### config.mk
export PLATFORM = sky130hd
export DESIGN_NAME = jtframe_status_rx
export DESIGN_NICKNAME = d
export VERILOG_FILES = /design/src/rtl/jtframe_status_rx.sv
export SDC_FILE = /design/constraint.sdc
export NUM_CORES = 1
export LEC_CHECK = 0
export BUFFER_PORTS_ARGS = -buffer_cell sky130_fd_sc_hd__buf_4
export CORE_ASPECT_RATIO = 2
export CORE_MARGIN = 5
export CORE_UTILIZATION = 50
export CTS_BUF_LIST = sky130_fd_sc_hd__clkbuf_2
export DETAILED_ROUTE_END_ITERATION = 6
export MAX_ROUTING_LAYER = met4
export PLACE_DENSITY = 0.7
export SYNTH_ARGS = -nofsm -noshare
export SYNTH_HDL_FRONTEND = slang
export SYNTH_SLANG_ARGS = --single-unit
### constraint.sdc
create_clock -name clk -period 3.15 [get_ports clk]
set_clock_uncertainty 0.15 [all_clocks]
set_input_delay 0.63 -clock clk [delete_from_list [all_inputs] [get_ports clk]]
set_output_delay 0.63 -clock clk [all_outputs]
set_load 0.03 [all_outputs]
### src/rtl/jtframe_status_rx.sv
// rtl/jtframe_status_rx.sv - byte-serial OSD status frame receiver with atomic commit
//
// Collects a status frame one byte at a time into a shadow register. On frame end
// it merges the received bytes into the 64-bit status word in a single cycle.
// Bytes that were not received keep their old value.
//
// Ports:
//   rst_n       async active-low reset
//   clk         system clock
//   cmd_start   pulse, begin a frame
//   cmd_end     pulse, commit the frame
//   data_stb    pulse, data_in valid
//   data_in     status byte, first byte lands in status[7:0]
//   status      committed status word
//   status_upd  pulse on every commit
//   status_chg  pulse on a commit that changed status
//   frame_err   pulse when a frame is discarded (timeout or restart)
//   busy        high while loading or committing
module jtframe_status_rx #(
    parameter int          NBYTES     = 8,
    parameter int          TOUT_W     = 12,
    parameter logic [63:0] RST_STATUS = 64'd0
) (
    input  logic        rst_n,
    input  logic        clk,
    input  logic        cmd_start,
    input  logic        cmd_end,
    input  logic        data_stb,
    input  logic [7:0]  data_in,
    output logic [63:0] status,
    output logic        status_upd,
    output logic        status_chg,
    output logic        frame_err,
    output logic        busy
);

    localparam int CNT_W = $clog2(NBYTES + 1);
    localparam int IDX_W = (NBYTES > 1) ? $clog2(NBYTES) : 1;
    localparam logic [CNT_W-1:0] NB_C = CNT_W'(NBYTES);

    typedef enum logic [1:0] {
        ST_IDLE   = 2'd0,
        ST_LOAD   = 2'd1,
        ST_COMMIT = 2'd2
    } state_t;

    state_t                  state_q;
    logic [CNT_W-1:0]        count_q;
    logic [NBYTES-1:0]       mask_q;
    logic [TOUT_W-1:0]       tout_q;
    logic [NBYTES*8-1:0]     shadow_q;
    logic [63:0]             merged;
    logic [IDX_W-1:0]        wr_idx;
    logic                    room;

    assign room   = (count_q < NB_C);
    assign wr_idx = count_q[IDX_W-1:0];

    // Byte-wise merge: only bytes received in this frame replace the old status.
    always_comb begin
        merged = status;
        for (int i = 0; i < NBYTES; i++) begin
            if (mask_q[i]) merged[i*8 +: 8] = shadow_q[i*8 +: 8];
        end
    end

    always_ff @(posedge clk or negedge rst_n) begin
        if (!rst_n) begin
            state_q    <= ST_IDLE;
            count_q    <= '0;
            mask_q     <= '0;
            tout_q     <= '0;
            shadow_q   <= '0;
            status     <= RST_STATUS;
            status_upd <= 1'b0;
            status_chg <= 1'b0;
            frame_err  <= 1'b0;
            busy       <= 1'b0;
        end else begin
            status_upd <= 1'b0;
            status_chg <= 1'b0;
            frame_err  <= 1'b0;
            case (state_q)
                ST_IDLE: begin
                    if (cmd_start) begin
                        state_q <= ST_LOAD;
                        count_q <= '0;
                        mask_q  <= '0;
                        tout_q  <= '0;
                        busy    <= 1'b1;
                    end
                end
                ST_LOAD: begin
                    if (cmd_start) begin
                        // Restart wins over everything, including a coincident byte.
                        frame_err <= 1'b1;
                        count_q   <= '0;
                        mask_q    <= '0;
                        tout_q    <= '0;
                    end else begin
                        if (data_stb && room) begin
                            shadow_q[{wr_idx, 3'b000} +: 8] <= data_in;
                            mask_q[wr_idx] <= 1'b1;
                            count_q        <= count_q + CNT_W'(1);
                        end
                        tout_q <= data_stb ? '0 : tout_q + TOUT_W'(1);
                        if (cmd_end) begin
                            // Empty frame (counting a byte arriving with cmd_end) is dropped silently.
                            if (mask_q == '0 && !(data_stb && room)) begin
                                state_q <= ST_IDLE;
                                busy    <= 1'b0;
                            end else begin
                                state_q <= ST_COMMIT;
                            end
                        end else if (!data_stb && (&tout_q)) begin
                            frame_err <= 1'b1;
                            state_q   <= ST_IDLE;
                            busy      <= 1'b0;
                        end
                    end
                end
                ST_COMMIT: begin
                    status     <= merged;
                    status_upd <= 1'b1;
                    status_chg <= (merged != status);
                    if (cmd_start) begin
                        state_q <= ST_LOAD;
                        count_q <= '0;
                        mask_q  <= '0;
                        tout_q  <= '0;
                        busy    <= 1'b1;
                    end else begin
                        state_q <= ST_IDLE;
                        busy    <= 1'b0;
                    end
                end
                default: begin
                    state_q <= ST_IDLE;
                    busy    <= 1'b0;
                end
            endcase
        end
    end

endmodule

Word-level counts from Yosys, hierarchy flattened
Index checks and enable logic that the tools add are counted.

cells by class
  add/sub/neg operators = 3
  multipliers = 0
  divide/modulo/power cells = 0
  magnitude comparators = 3
  equal/unequal tests = 9
  shift-type cells = 2
  multiplexer cells = 43
  bitwise logic cells = 2
  reductions and logical operators = 16

operator list
  kind                    number
  $mux 8                  11
  $bwmux 64               1
  $ne 64x64->1            1
  $shift 8x8->64 const A  1
  $shiftx 8x8->64         1
  $mux 12                 3
  $pmux 12 s2             1
  $pmux 8 s2              1
  $mux 1                  14
  $add 12x1->12 const B   1
  $mux 4                  3
  $reduce_and 12->1       1
  $mux 2                  5
  $ne 3x3->1 const B      3
  $reduce_and 3->1        3
  $logic_not 8->1         1
  $neg 6->8               1
  $or 8x8->8              1
  $pmux 4 s2              1
  $pmux 2 s3              1
  $add 4x1->4 const B     1
  $logic_and 1x1->1       4
  $lt 3x4->1 const B      1
  $lt 4x4->1 const B      1
  14 further kinds        16

word-level totals
  register bits after elaboration = 158
  bits in latches = 0
  bits in writable memories = 0
  ROM bits = 0
  input bits = 13
  output and inout port bits = 68
  word-level logic and storage cells = 88
  memories kept = 0

Longest topological paths before layout
Gate-level depths: netlist (run 1).

  word-level depth = 8
  depth in mapped cells = 10
  gate-level depth less buffers = 7

Worst setup path before layout (run 1)
No wires, ideal clock.

  kind = register to register
  start = reg count_q[0]
  end = reg shadow_q[56]
  setup time = 0.125 ns
  arrival = 2.153 ns
  data required time = 2.875 ns
  path slack = 0.723 ns
  stages on the path, launching flop included = 8
  path buffers = 2
  period minus slack after synthesis = 2.427 ns
  cells stage by stage = dfrtp_1 > clkbuf_1 > inv_1 > ha_1 > ha_1 > clkbuf_1 > nand3b_2 > mux2_2

on the way
  word-level cells in the longest chain between the ends = 3
  elaborated cells on any way between the ends = 7
  those cells by class = add/sub (1); order compare (1); shift (2); mux (1); reduce/logical (2)

RTL lines
  what                                                  RTL line  RTL
  start, declared                                       48        logic [CNT_W-1:0] count_q;
  start signal, assigned                                104       count_q <= count_q + CNT_W'(1);
  $neg 6->8 / $lt 4x4->1 (equally long branches)        102, 56
  $shiftx 8x8->64 (tied with other cells)               102       shadow_q[{wr_idx, 3'b000} +: 8] <= data_in;
  $bwmux 64 / $reduce_and 3->1 (equally long branches)  --
  end signal, assigned by index                         102
  end, declared                                         51        logic [NBYTES*8-1:0] shadow_q;

Several ways; a longest one is shown, not always the timed one.
A chain may end at the register's enable or synchronous reset.

Final worst setup path (run 1)
  start = reg count_q[0]
  end = reg shadow_q[21]

The elaborated chain is that of the path after synthesis.

==> results of run 1 <==
==> synthesized netlist by cell type (2+ instances only) <==
| master | instances | area share |
|---|---|---|
| dfrtp_1 | 158 | 0.55 |
| mux2_2 | 79 | 0.12 |
| nand2_1 | 75 | 0.039 |
| o21ai_0 | 73 | 0.050 |
| inv_1 | 51 | 0.026 |
| nor2b_1 | 27 | 0.023 |
| nor2_1 | 25 | 0.013 |
| nand2b_1 | 23 | 0.020 |
| clkbuf_1 | 17 | 0.0088 |
| a21oi_1 | 12 | 0.0083 |
| o22ai_1 | 10 | 0.0086 |
| nand3_1 | 9 | 0.0062 |
| a22oi_1 | 7 | 0.0073 |
| o2111ai_1 | 7 | 0.0085 |
| xor2_1 | 7 | 0.0085 |
| xnor2_1 | 6 | 0.0073 |
| nand3b_1 | 5 | 0.0052 |
| nand4_1 | 5 | 0.0043 |
| o221ai_1 | 5 | 0.0060 |
| o41ai_1 | 5 | 0.0060 |
| a22o_1 | 4 | 0.0048 |
| a31oi_1 | 4 | 0.0035 |
| buf_2 | 4 | 0.0028 |
| ha_1 | 4 | 0.0069 |
| nor4_1 | 4 | 0.0035 |
| o31ai_1 | 4 | 0.0041 |
| a2111o_1 | 3 | 0.0047 |
| a211oi_1 | 2 | 0.0021 |
| a221o_1 | 2 | 0.0028 |
| a222oi_1 | 2 | 0.0028 |
| and2_0 | 2 | 0.0017 |
| o2bb2ai_1 | 2 | 0.0024 |
| or4_1 | 2 | 0.0021 |
==> power breakdown <==
group / leakage [nW] / switching (mW) / internal, mW / total, mW
registers: 2.12 / 0.229 / 2.28 / 2.50
logic: 1.80 / 0.606 / 0.422 / 1.03
clock network: 0.138 / 0.738 / 0.438 / 1.18
total: 4.06 / 1.57 / 3.14 / 4.71
==> registers in the layout (all words and copies together), names as in the netlist <==
name        cells
shadow_q       64
status         64
tout_q         12
mask_q          8
count_q         4
state_q         2
busy            1
frame_err       1
status_chg      1
status_upd      1
==> final timing paths <==
path,endpoint,slack [ns],cells after the start
max reg2reg,shadow_q[21],0.36,6
min,frame_err,0.07,2
min in group asynchronous,tout_q[7],0.35,2
max in group asynchronous,status[32],1.80,3
max,shadow_q[21],0.36,6
min reg2reg,tout_q[4],0.35,1
==> repair_timing <==
action                     in CTS  in global routing
hold endpoints to repair       70                  1
buffers inserted                0                  0
hold buffers                    1                  1
setup endpoints to repair       0                  0
resized for setup               0                  0
==> cell type report <==
cell class,count,share of cell area
tap,192,0.0286
clock inverter,14,0.0199
inverter,51,0.0228
sequential,158,0.470
antenna,1,0.000298
multi-input combinational,437,0.357
timing repair buffer,97,0.0907
clock buffer,17,0.0101
==> cell usage in the layout, fill, tap and decap left out, drive strengths merged, types with 12 or more instances in the layout <==
master,Yosys,layout
a21oi,12,12
nand2,76,76
mux2,79,79
nand2b,23,23
clkbuf,17,17
nor2,25,25
inv,51,54
buf,5,95
nor2b,27,27
dfrtp,158,158
o21ai,73,73
==> worst max-delay path, cell delays in order (launching register included) <==
cell and delay [ns]:
dfrtp_1 0.59, inv_1 0.17, ha_1 0.23, ha_1 0.53
nor3b_1 0.36, nand2_1 0.31, mux2_2 0.36
==> cells by family (layout without fill, tap and decap cells) <==
logic type,Yosys count,count (layout)
XOR/XNOR,13,13
adder cells (fa/ha/maj),4,4
AND/OR/NAND/NOR,189,189
flip-flops,158,158
other,0,1
buffers and inverters,73,179
multiplexers,79,79
AO/OA/AOI/OAI,152,152
==> stage by stage <==
step                      utilization  power, mW  hold WS [ns]  std cells
after global routing            0.589       4.97       0.00164        967
after floorplan                     -       3.18         0.184        668
final                           0.589       4.71        0.0657        967
after global placement          0.570       3.53         0.314        933
after CTS                       0.588       4.76       0.00108        965
after detailed placement        0.570       3.58         0.320        933
==> routing by layer <==
layer  track usage  share of wire
met5             -              0
met4        0.0966          0.035
met3        0.0359          0.029
met2         0.401           0.56
met1         0.257           0.38
==> results.py, run 1 <==
metrics = {
    "outcome": {
        "status": "finished clean",
    },
    "hold_path": {
        "min_path_type": "input pin to register",
        "min_from": "cmd_start",
    },
    "clock_network": {
        "htree_levels": 4,
        "clkTransAtPathRegs_ns": 0.22,
        "cts_sinks": 158,
        "clk_latency_ns": 0.69,
        "cts_buffers": 17,
        "cts_buffer_depth": 2,
        "cts_tree": "built",
        "root_buffer": "clkbuf_2",
    },
    "place": {
        "place_area_sq_um": 8130,
        "gp_congestion": 0.933,
        "post-dp-hpwl_mm": 13.7,
        "io_buffers": 80,
        "dp_slack_ns": 0.403,
    },
    "global_routing": {
        "grt_overflow": 0,
        "grt_first_pass_wirelength_mm": 29.5,
        "grt_max_degree": 73,
        "grt_pass1_vias": 5689,
        "antenna_found_initial": 1,
        "grt.total_usage": 0.231,
    },
    "cells_and_area": {
        "nets": 779,
        "design_area_sq_um": 8400,
        "multi_input_area_sq_um": 3000,
        "drive_above_1_share": 0.273,
        "syn_to_final_growth_pct": 16.1,
        "n_fill_cell": 1261,
        "regArea_sq_um": 3950,
    },
    "floorplan": {
        "die-area_sq_um": 17100,
        "start_util": 0.507,
        "dieHeight_um": 180,
        "pin_count": 81,
        "die_w_um": 95.1,
        "core_sq_um": 14300,
        "rows": 62,
    },
    "power": {
        "leakage_nw": 4.06,
        "vdd_drop_max_mv": 0.354,
        "cellPowerDensity_nw_per_um2": 560,
    },
    "yosys": {
        "yosysWarnings": 0,
        "synth_seq_area_share": 0.546,
        "synth-adder-area-share": 0.00691,
        "synth_enable_flop_cells": 0,
        "netlist_area_sq_um": 7240,
        "synthMuxAreaShare": 0.123,
        "avgSynthCellArea_sq_um": 10.8,
        "synth_cell_types": 56,
        "synthFlopType": "dfrtp_1",
        "synth_compound_area_frac": 0.135,
        "synth_top_family_by_area": "compound AO/OA/AOI/OAI gates",
        "syn_inst": 668,
        "synth_seq_cells": 158,
        "synth_nets": 685,
        "synth_simple_gate_area_share": 0.134,
        "synthArstFlopShare": 1.00,
        "synth_xor_area_frac": 0.0157,
    },
    "critical_path": {
        "crit_start": "count_q[0]",
        "cp-start-kind": "register",
        "cp.arrival_ns": 3.24,
        "cp-end-kind": "register",
        "cp_max_fo": 14,
        "criticalPathCategory": "register to register",
        "reg2reg_from": "count_q[0]",
        "critPathRequiredTime_ns": 3.60,
    },
    "routing": {
        "ant_nets": 0,
        "drt_iter0_drc": 326,
        "firstDrtPassIters": 5,
        "drc_errors": 0,
        "post_drt_wl_per_cell_um": 18.8,
        "routed_wl_mm": 18.2,
        "routed_via_density": 5.60,
        "vias": 5419,
    },
    "timing": {
        "rsz0062_at_grt": "no",
        "hold_viol": 0,
        "min_period_ns": 2.79,
        "fin_ws_ns": 0.361,
        "max_slew_margin": 0.393,
        "tns_ns": 0,
        "period_share": 0.885,
        "slew_violations": 0,
        "fmax_mhz": 359,
        "setup-violations-final": 0,
        "worstMarginPinSlew_ns": 0.910,
    },
    "run": {
        "max_cap_viol_count": 0,
    },
}
Note: power is estimated with default switching activity, not from simulation.
==> run 2: changes to the inputs <==
--- a/config.mk
+++ b/config.mk
@@ -8,11 +8,12 @@
 export BUFFER_PORTS_ARGS = -buffer_cell sky130_fd_sc_hd__buf_4
 export CORE_ASPECT_RATIO = 2
 export CORE_MARGIN = 5
-export CORE_UTILIZATION = 50
+export CORE_UTILIZATION = 53
 export CTS_BUF_LIST = sky130_fd_sc_hd__clkbuf_2
+export CTS_CLUSTER_SIZE = 30
 export DETAILED_ROUTE_END_ITERATION = 6
 export MAX_ROUTING_LAYER = met4
-export PLACE_DENSITY = 0.7
+export PLACE_DENSITY = 0.73
 export SYNTH_ARGS = -nofsm -noshare
 export SYNTH_HDL_FRONTEND = slang
 export SYNTH_SLANG_ARGS = --single-unit
==> results.py, run 2 (synthesis results as in run 1) <==
metrics = {
    "outcome": {
        "status": "finished clean",
    },
    "cells_and_area": {
        "final_cells": 929,
        "reg_top3": "shadow_q (64), status (64), tout_q (12)",
        "final_common_cell": "dfrtp_1",
        "drive_above_1_share": 0.273,
        "design_area_sq_um": 8310,
        "syn_to_final_growth_pct": 14.8,
        "nets": 778,
        "final_cell_mix": "158 x dfrtp_1, 92 x buf_4, 79 x mux2_2, 75 x nand2_1, 73 x o21ai_0",
        "n_fill_cell": 1132,
    },
    "run": {
        "max_cap_viol_count": 0,
    },
    "critical_path": {
        "criticalPathCategory": "register to register",
        "cp_max_fo": 14,
        "cp_top_family": "adder cells",
        "cp-start-kind": "register",
        "cp-end-kind": "register",
        "cp_num_buf_inv": 1,
        "regToRegSetupSlack_ns": 0.35,
        "slowest_delay_ns": 0.61,
        "cpMaxStageDelayCell": "dfrtp_1",
        "crit_start": "count_q[0]",
        "cp.arrival_ns": 3.26,
        "crit_top_cell": "ha_1",
        "reg2reg_from": "count_q[0]",
        "critPathRequiredTime_ns": 3.62,
        "cp_cell_sequence": "inv_1, ha_1, ha_1, nor2_1, nand4_1, mux2_2",
    },
    "timing": {
        "period_share": 0.888,
        "rsz0062_at_grt": "no",
        "max_slew_margin": 0.382,
        "setup-violations-final": 0,
        "min_period_ns": 2.80,
        "tns_ns": 0,
        "fmax_mhz": 357,
        "worstMarginPinSlew_ns": 0.927,
        "fin_hold_ws_ns": 0.0425,
        "slew_violations": 0,
        "hold_viol": 0,
    },
    "floorplan": {
        "start_util": 0.539,
        "die_w_um": 92.7,
        "core_sq_um": 13400,
        "pin_count": 81,
        "rows": 60,
        "die-area_sq_um": 16200,
        "dieHeight_um": 175,
    },
    "routing": {
        "routed_via_density": 5.83,
        "post_drt_wl_per_cell_um": 19.3,
        "drt_iter0_drc": 284,
        "firstDrtPassIters": 5,
        "drc_errors": 0,
        "routed_wl_mm": 17.9,
        "ant_nets": 0,
        "vias": 5412,
    },
    "place": {
        "dp_cells": 895,
        "gp_congestion": 0.914,
        "post-dp-hpwl_mm": 13.5,
        "io_buffers": 80,
        "place_area_sq_um": 8060,
    },
    "clock_network": {
        "htree_levels": 4,
        "cts_tree": "built",
        "root_buffer": "clkbuf_2",
        "clkTransAtPathRegs_ns": 0.23,
        "clk_latency_ns": 0.72,
        "cts_buffer_depth": 2,
        "cts_buffers": 17,
        "cts_sinks": 158,
    },
    "global_routing": {
        "grt_first_pass_wirelength_mm": 28.6,
        "grt_pass1_vias": 5587,
        "grt.total_usage": 0.234,
        "antenna_found_initial": 1,
        "grt_max_degree": 45,
        "grt_overflow": 0,
    },
    "power": {
        "vdd_drop_max_mv": 0.460,
        "cellPowerDensity_nw_per_um2": 556,
        "leakage_nw": 4.04,
    },
    "hold_path": {
        "min_from": "data_in[2]",
        "min_path_type": "input pin to register",
    },
}
[run 2: worst min-delay path: cells and delay by family]
kind | cells | cell delay [ns]
buffers and inverters | 1 | 0.15
AO/OA/AOI/OAI | 1 | 0.06
AND/OR/NAND/NOR | 1 | 0.06
[run 2: stage by stage]
step                power, mW  utilization  worst slack [ns]
floorplan                3.18            -             0.723
global placement         3.52        0.600             0.529
detailed placement       3.56        0.600             0.444
CTS                      4.65        0.618             0.414
global route             4.87        0.619             0.290
finish                   4.62        0.619             0.352
[run 2: power breakdown]
group          internal, mW  switching [mW]  total, mW
combinational         0.421           0.597       1.02
clock                 0.364           0.732       1.10
sequential             2.28           0.234       2.51
[run 2: layout make-up]
class,instances,area [sq um],share of cell area
antenna,1,2.50,0.000301
clock inverter,13,139,0.0167
clock buffer,18,90.1,0.0108
inverter,51,191,0.0230
sequential,158,3950,0.476
multi-input combinational,437,3000,0.361
tap,155,194,0.0233
timing repair buffer,96,742,0.0892
[run 2: repair_timing]
| action | 4_1_cts | 5_1_grt |
|---|---|---|
| gates resized for setup | 0 | 0 |
| setup endpoints to repair | 0 | 0 |
| endpoints found under the hold margin | 66 | 1 |
| buffers inserted | 0 | 0 |
| hold buffers | 1 | 1 |
[run 2: metal layers]
| metal | wire, um | global-route usage | vias up |
|---|---|---|---|
| li1 | - | - | 2550 |
| met1 | 6760 | 0.255 | 2669 |
| met2 | 9730 | 0.402 | 146 |
| met3 | 575 | 0.0330 | 47 |
| met4 | 840 | 0.138 | 0 |
| met5 | 0 | - | - |
[run 2: worst paths after layout]
kind | endpoint | cells after the start
worst min register to register | tout_q[4] | 1
max in group asynchronous | tout_q[4] | 3
min in group asynchronous | status[60] | 2
worst min-delay path | shadow_q[10] | 3
worst max-delay path | shadow_q[5] | 6
worst max register to register | shadow_q[5] | 6
